## config.mk

```make
export PLATFORM = sky130hd
export DESIGN_NAME = demux_i1_x4
export DESIGN_NICKNAME = d
export VERILOG_FILES = /design/src/rtl/demux_i1_x4_pkg.sv /design/src/rtl/demux_slot.sv /design/src/rtl/demux_i1_x4.sv
export SDC_FILE = /design/constraint.sdc
export NUM_CORES = 1
export LEC_CHECK = 0
export CORE_MARGIN = 2
export CORE_UTILIZATION = 39
export CTS_CLUSTER_DIAMETER = 80
export DETAILED_ROUTE_END_ITERATION = 10
export PLACE_DENSITY = 0.73
export RECOVER_POWER = 25
export SLEW_MARGIN = 20
export SYNTH_ARGS = -nofsm -noshare
export SYNTH_HDL_FRONTEND = slang
export SYNTH_SLANG_ARGS = --single-unit
export TNS_END_PERCENT = 100
```

## constraint.sdc

```tcl
create_clock -name i_clk -period 1.95 [get_ports i_clk]
set_input_delay 0.39 -clock i_clk [delete_from_list [all_inputs] [get_ports i_clk]]
set_output_delay 0.39 -clock i_clk [all_outputs]
set_load 0.005 [all_outputs]
```

## src/rtl/demux_i1_x4_pkg.sv

```systemverilog
// demux_i1_x4_pkg
//   Shared definitions for the registered 1-to-4 demultiplexer:
//   default word width, channel encodings, slot state encoding and the
//   channel-to-one-hot load decoder.
package demux_i1_x4_pkg;

   localparam int DEFAULT_DATA_WIDTH = 32;

   localparam logic [1:0] CH0 = 2'b00;
   localparam logic [1:0] CH1 = 2'b01;
   localparam logic [1:0] CH2 = 2'b10;
   localparam logic [1:0] CH3 = 2'b11;

   typedef enum logic {
      EMPTY = 1'b0,
      FULL  = 1'b1
   } slot_state_t;

   // One-hot select of the slot addressed by a channel number.
   function automatic logic [3:0] ch_decode(input logic [1:0] ch);
      logic [3:0] sel;
      sel = 4'b0000;
      case (ch)
         CH0:     sel = 4'b0001;
         CH1:     sel = 4'b0010;
         CH2:     sel = 4'b0100;
         CH3:     sel = 4'b1000;
         default: sel = 4'b0000;
      endcase
      return sel;
   endfunction

endpackage

```

## src/rtl/demux_slot.sv

```systemverilog
// demux_slot
//   One-entry output buffer with a two-state EMPTY/FULL FSM.
//   Ports:
//     i_clk, i_rst  clock, synchronous active-high reset
//     i_load        write i_data into the slot this cycle
//     i_drain       consumer takes the slot contents this cycle (ignored when EMPTY)
//     i_data        word to store
//     o_can_load    slot can take a word this cycle (EMPTY, or FULL and draining)
//     o_valid       slot holds a word
//     o_data        stored word; holds its last value after draining
//     o_state       current FSM state (debug / checker visibility)
module demux_slot
   import demux_i1_x4_pkg::*;
#(
   parameter int DATA_WIDTH = DEFAULT_DATA_WIDTH
) (
   input  logic                  i_clk,
   input  logic                  i_rst,
   input  logic                  i_load,
   input  logic                  i_drain,
   input  logic [DATA_WIDTH-1:0] i_data,
   output logic                  o_can_load,
   output logic                  o_valid,
   output logic [DATA_WIDTH-1:0] o_data,
   output slot_state_t           o_state
);

   slot_state_t state;
   slot_state_t state_nxt;

   // State register
   always_ff @(posedge i_clk) begin
      if (i_rst) state <= EMPTY;
      else       state <= state_nxt;
   end

   // Next-state logic: a load always wins over a drain, so a slot that is
   // drained and reloaded in the same cycle stays FULL with no bubble.
   always_comb begin
      state_nxt = state;
      case (state)
         EMPTY:   if (i_load) state_nxt = FULL;
         FULL:    if (i_drain && !i_load) state_nxt = EMPTY;
         default: state_nxt = EMPTY;
      endcase
   end

   // Outputs
   always_comb begin
      o_valid    = (state == FULL);
      o_can_load = (state == EMPTY) || i_drain;
      o_state    = state;
   end

   // Data register is not cleared on drain; consumers qualify with o_valid.
   always_ff @(posedge i_clk) begin
      if (i_rst)       o_data <= '0;
      else if (i_load) o_data <= i_data;
   end

endmodule

```

## src/rtl/demux_i1_x4.sv

```systemverilog
// demux_i1_x4
//   Registered 1-to-4 demultiplexer. A producer word is steered by i_control
//   into one of four independent one-entry slots, each drained by its own
//   consumer.
//   Ports:
//     i_clk, i_rst        clock, synchronous active-high reset
//     i_valid, o_ready    producer handshake
//     i_control           destination channel 0..3
//     i_data              producer word
//     o_valid[n], i_ready[n]  consumer n handshake
//     o_data0..o_data3    slot contents
//
//   Handshake: a transfer happens on a rising edge where valid and ready are
//   both 1. The producer holds i_valid/i_control/i_data stable until
//   accepted; o_ready depends only on i_control, slot state and i_ready,
//   never on i_valid or i_data.
module demux_i1_x4
   import demux_i1_x4_pkg::*;
#(
   parameter int DATA_WIDTH = DEFAULT_DATA_WIDTH
) (
   input  logic                  i_clk,
   input  logic                  i_rst,
   input  logic                  i_valid,
   output logic                  o_ready,
   input  logic [1:0]            i_control,
   input  logic [DATA_WIDTH-1:0] i_data,
   output logic [3:0]            o_valid,
   input  logic [3:0]            i_ready,
   output logic [DATA_WIDTH-1:0] o_data0,
   output logic [DATA_WIDTH-1:0] o_data1,
   output logic [DATA_WIDTH-1:0] o_data2,
   output logic [DATA_WIDTH-1:0] o_data3
);

   logic [3:0]            can_load;
   logic [3:0]            slot_valid;
   logic [3:0]            load;
   logic [DATA_WIDTH-1:0] slot_data [4];
   slot_state_t           slot_state [4];
   logic                  accept;

   always_comb begin
      o_ready = can_load[i_control];
      accept  = i_valid && o_ready;
      load    = accept ? ch_decode(i_control) : 4'b0000;
   end

   for (genvar n = 0; n < 4; n++) begin : g_slot
      demux_slot #(.DATA_WIDTH(DATA_WIDTH)) u_slot (
         .i_clk      (i_clk),
         .i_rst      (i_rst),
         .i_load     (load[n]),
         .i_drain    (i_ready[n]),
         .i_data     (i_data),
         .o_can_load (can_load[n]),
         .o_valid    (slot_valid[n]),
         .o_data     (slot_data[n]),
         .o_state    (slot_state[n])
      );
      // o_valid is taken from the exposed FSM state so checkers on either
      // signal see the same thing.
      assign o_valid[n] = (slot_state[n] == FULL) && slot_valid[n];
   end

   assign o_data0 = slot_data[0];
   assign o_data1 = slot_data[1];
   assign o_data2 = slot_data[2];
   assign o_data3 = slot_data[3];

endmodule

```

=== Yosys cells after proc, flatten, opt, wreduce, memory -nomap -nowiden ===
Cells that the tools add are included.

* Bits in registers: 132
* Input bits: 41
* Word-level logic and storage cells: 46

* $lt $le $gt $ge: 1
* Equality and inequality tests: 3
* Mux-type cells: 16
* Bitwise operators: 4
* Reductions and logical operators: 14

{| class="wikitable"
|+ Operators by type and width
! cell !! count
|-
| one-hot mux 4 bit (4 select lines) || 1
|-
| 2-to-1 mux 1 bit || 9
|-
| one-hot mux 1 bit (2 select lines) || 4
|-
| logical AND 1 bit || 5
|-
| == test 2 bit (second input constant) || 2
|-
| zero test 1 bit || 4
|-
| logical OR 1 bit || 4
|-
| 2-to-1 mux 4 bit || 1
|-
| NOT 1 bit || 4
|-
| < comparator 2 x 3 -> 1 bit (second input constant) || 1
|-
| binary-select mux 1 bit (select 2 bit) || 1
|-
| == test 2 x 1 -> 1 bit (second input constant) || 1
|-
| zero test 2 bit || 1
|}

=== Longest topological paths before layout ===
* Depth after elaboration: 10
* Mapped depth: 5
* Depth with buffers taken out: 3

=== Hierarchy ===
A second synthesis with hierarchy kept.

* Cell total of the unflattened synthesis: 445
* Area, all modules: 4942.2 um^2

{| class="wikitable"
|+ Modules (own cells, without submodules)
! module !! instances !! cells each !! area each (um^2) !! seq. area each (um^2)
|-
| demux_slot || 4 || 109 || 1212.4 || 660.6
|-
| demux_i1_x4 || 1 || 9 || 92.6 || 0.0
|}

=== Worst setup path before layout ===
No wires, ideal clock.

* Path kind: input -> output
* From: input port i_ready[0]
* To: output port o_ready
* Data arrival time: 1.011 ns
* Required time: 1.560 ns
* Setup slack: 0.549 ns
* Cell stages on the path: 2
* Cell sequence: nand2b_1 -> mux4_2

* Longest elaborated chain between the ends: 3

{| class="wikitable"
|+ RTL lines
! element !! line !! text
|-
| start, declared || demux_i1_x4.sv:29 || <nowiki>input logic [3:0] i_ready,</nowiki>
|-
| logical OR 1 bit || demux_slot.sv:51 || <nowiki>o_can_load = (state == EMPTY) || i_drain;</nowiki>
|-
| binary-select mux 1 bit (select 2 bit) || demux_i1_x4.sv:44 || <nowiki>o_ready = can_load[i_control];</nowiki>
|-
| 2-to-1 mux 1 bit (implied by the code) || demux_i1_x4.sv:44 ||
|-
| end, declared || demux_i1_x4.sv:25 || <nowiki>output logic o_ready,</nowiki>
|}

No other way between the ends. The select of a mux whose other input is x is not followed.

=== Final worst setup path ===
* From: input port i_ready[1]
* To: output port o_ready

Same word-level chain as after synthesis.

==> reports/qor.txt <==
outcome -> completed
Crit Path Class -> primary input to primary output
Seq cells post-synth -> 132
grt ovf -> 0
Critical Path AT -> 1.52 ns
Detail Route Antenna Nets -> 0
clock buffer count from CTS -> 17
Max FO, Critical Path -> 2
critical path, cell by cell -> clkdlybuf4s50_1 > nand2b_4 > mux4_2 > buf_2
Worst-path clk slew -> 0.06 ns
compound-cell area share of the yosys netlist -> 0.3771%
Tot Pwr -> 6.608 mW
VDD IR max -> 0.6482 mV
final wirelength -> 12.90 mm
Netlist cell types -> 15
period utilisation layout -> 98.12%
worst hold path class -> primary input to register
Max Root-Sink Buffers -> 2
Critical Path Source Type -> primary input
Synth Area in Adders -> 0%
largest net degree at the start of global routing -> 87
DR pass1 iterations -> 4
Final Skew -> 0.009423 ns
CTS tree -> built
max-cap violation count -> 0
clock sinks -> 132
P per Cell Area -> 853.2 nW/um^2
R2R depth -> 5
Worst Tran Pin Value -> 0.6929 ns
DR vias -> 3,826
layout cells sized above 1 -> 7.220%
first-pass GRT wire length -> 20.89 mm
xor and xnor area share after synthesis -> 0%
R2R Path Start -> g_slot[3].u_slot.o_state$_SDFF_PP0_
fin nets -> 682
syn nets -> 513
dpl hpwl -> 8.809 mm
Area Growth Syn to Fin -> 45.89%
simple-gate area share of the yosys netlist -> 20.43%
smallest hold slack -> 0.4082 ns
routability congestion estimate -> 0.7589
DRC Markers -> 0
largest family of logic cells by synthesized area -> multiplexers
# diodes -> 0
initial core utilization -> 40.09%
setup_tns -> 0 ns
Worst path max stage delay -> 0.45 ns
yosys warns -> 0
Hold Path Origin -> i_ready[0]
mux cell area share after synthesis -> 24.56%
register area share after synthesis -> 49.78%
critical path data required time -> 1.56 ns
Slew Limit Fails -> 0
DR WL/cell -> 15.59 microns
post-DR vias/cell -> 4.626
H-tree depth -> 4
syn_area_per_cell -> 11.25 sq um
Die H -> 120.7 microns
Period minus WS final -> 1.913 ns
flop-to-flop setup slack -> 0.29 ns
die area -> 14,560 sq um
Root Buffer -> clkbuf_16
Die X -> 120.7 microns
post-layout util -> 58.48%
total track usage -> 18.50%
Post-CTS Repair Setup Buffers -> 0
unrepaired setup endpoints after global routing -> false
Syn Inst Count -> 472
core region area -> 13,240 sq um
initial antenna violation count -> 0
fmax -> 0.5227 GHz
Rel. slew slack -> 53.81%
port bufs -> 173
final hold viol count -> 0
num ports -> 174
Clock Latency Late Sink -> 0.41 ns
Worst Hold End -> g_slot[0].u_slot.o_state$_SDFF_PP0_
post-synth design cell area -> 5309 sq um
fillcell total -> 1,178
Rows -> 42
Finished Cell Area -> 7745 sq um
Slowest cell on crit path -> mux4_2
number of global-route vias before repair -> 4,143
Worst Hold Depth -> 4
initial DRC count -> 193
Post-DP Area -> 7207 sq um
Leak -> 3.339 nW
endpoint class of the critical path -> primary output
Final Setup Violations -> 0
FF-to-FF End -> g_slot[3].u_slot.o_data[17]$_SDFFE_PP0P_
==> layer usage <==
| metal | global-route usage (%) | part of all wire, % | vias to the layer above |
|---|---|---|---|
| met4 | 8.358 | 2.1 | 0 |
| met3 | 6.274 | 6.4 | 19 |
| met2 | 31.36 | 50 | 111 |
| li1 | - | - | 1892 |
| met5 | 0 | 0 | - |
| met1 | 21.02 | 42 | 1804 |
==> registers in the layout, summed over array words and instances, names as in the netlist <==
signal and cells:
g_slot.u_slot.o_data 128, g_slot.u_slot.o_state 4
==> synth_stat cells (all sizes together) <==
cell type | instances | area, sq um
mux4 | 1 | 22.52
nand4 | 1 | 6.260
a21oi | 4 | 20.02
and4 | 1 | 8.760
clkbuf | 17 | 63.81
mux2i | 128 | 1281
nand4b | 2 | 17.52
nand2b | 164 | 1033
dfxtp | 132 | 2643
nand2 | 1 | 6.260
buf | 20 | 193.9
nor3b | 1 | 12.51
==> through the flow <==
| stage | std cells | setup slack (ns) |
|---|---|---|
| finish | 827 | 0.03673 |
| global route | 827 | 0.002787 |
| CTS | 827 | 0.002215 |
| detailed placement | 798 | -0.3150 |
| global placement | 798 | -0.2834 |
| floorplan | 472 | 0.5491 |
==> where the power goes <==
part	total [mW]	switching, mW	leakage [nW]	internal (mW)
clock network	3.13	1.07	0.291	2.06
registers	2.85	0.0544	1.07	2.80
logic	0.627	0.241	1.98	0.386
total	6.61	1.37	3.34	5.24
==> worst max-delay path: cells and delay by family <==
family / cells / cell delay, ns
mux: 1 / 0.45
buf+inv: 2 / 0.54
simple gates: 1 / 0.14
==> what timing repair did <==
action / in CTS / in global routing
pin swaps: 0 / 0
resized for setup: 4 / 5
hold buffers: 0 / 0
endpoints found under the setup margin: 1 / 1
==> cells by family after synthesis <==
kind of cell / after synthesis
buffers and inverters: 37
and+or+nand+nor: 170
DFF: 132
AOI/OAI and AO/OA: 4
muxes: 129
==> layout make-up <==
| cell class | count | area [sq um] | share of cell area, % |
|---|---|---|---|
| sequential | 132 | 2643 | 34.12 |
| multi-input combinational | 303 | 2419 | 31.23 |
| timing repair buffer | 187 | 1878 | 24.25 |
| clock buffer | 25 | 515.5 | 6.656 |
| tap | 176 | 220.2 | 2.843 |
| clock inverter | 4 | 70.07 | 0.9047 |
==> how the worst max path moves through the flow <==
stage                 startpoint      end  slack, ns  cells after the start
floorplan             i_ready[0]  o_ready       0.55                      2
global placement    i_control[1]  o_ready      -0.28                      3
detailed placement    i_ready[3]  o_ready      -0.32                      4
CTS                   i_ready[3]  o_ready      0.002                      4
global route          i_ready[1]  o_ready      0.003                      4
finish                i_ready[1]  o_ready       0.04                      4
==> cell usage in the layout (no fill, tap or decap), drive strengths merged <==
cell	Yosys	routed
mux4	1	1
bufinv	0	2
dlymetal6s2s	0	3
dlygate4sd3	0	1
nand2	1	1
nand4b	2	2
nor3b	1	1
clkbuf	17	29
nand4	1	1
dfxtp	132	132
buf	20	12
clkinv	0	2
and4	1	1
nand2b	164	164
a21oi	4	4
mux2i	128	128
clkdlybuf4s50	0	167
(Power assumes the default switching activity.)
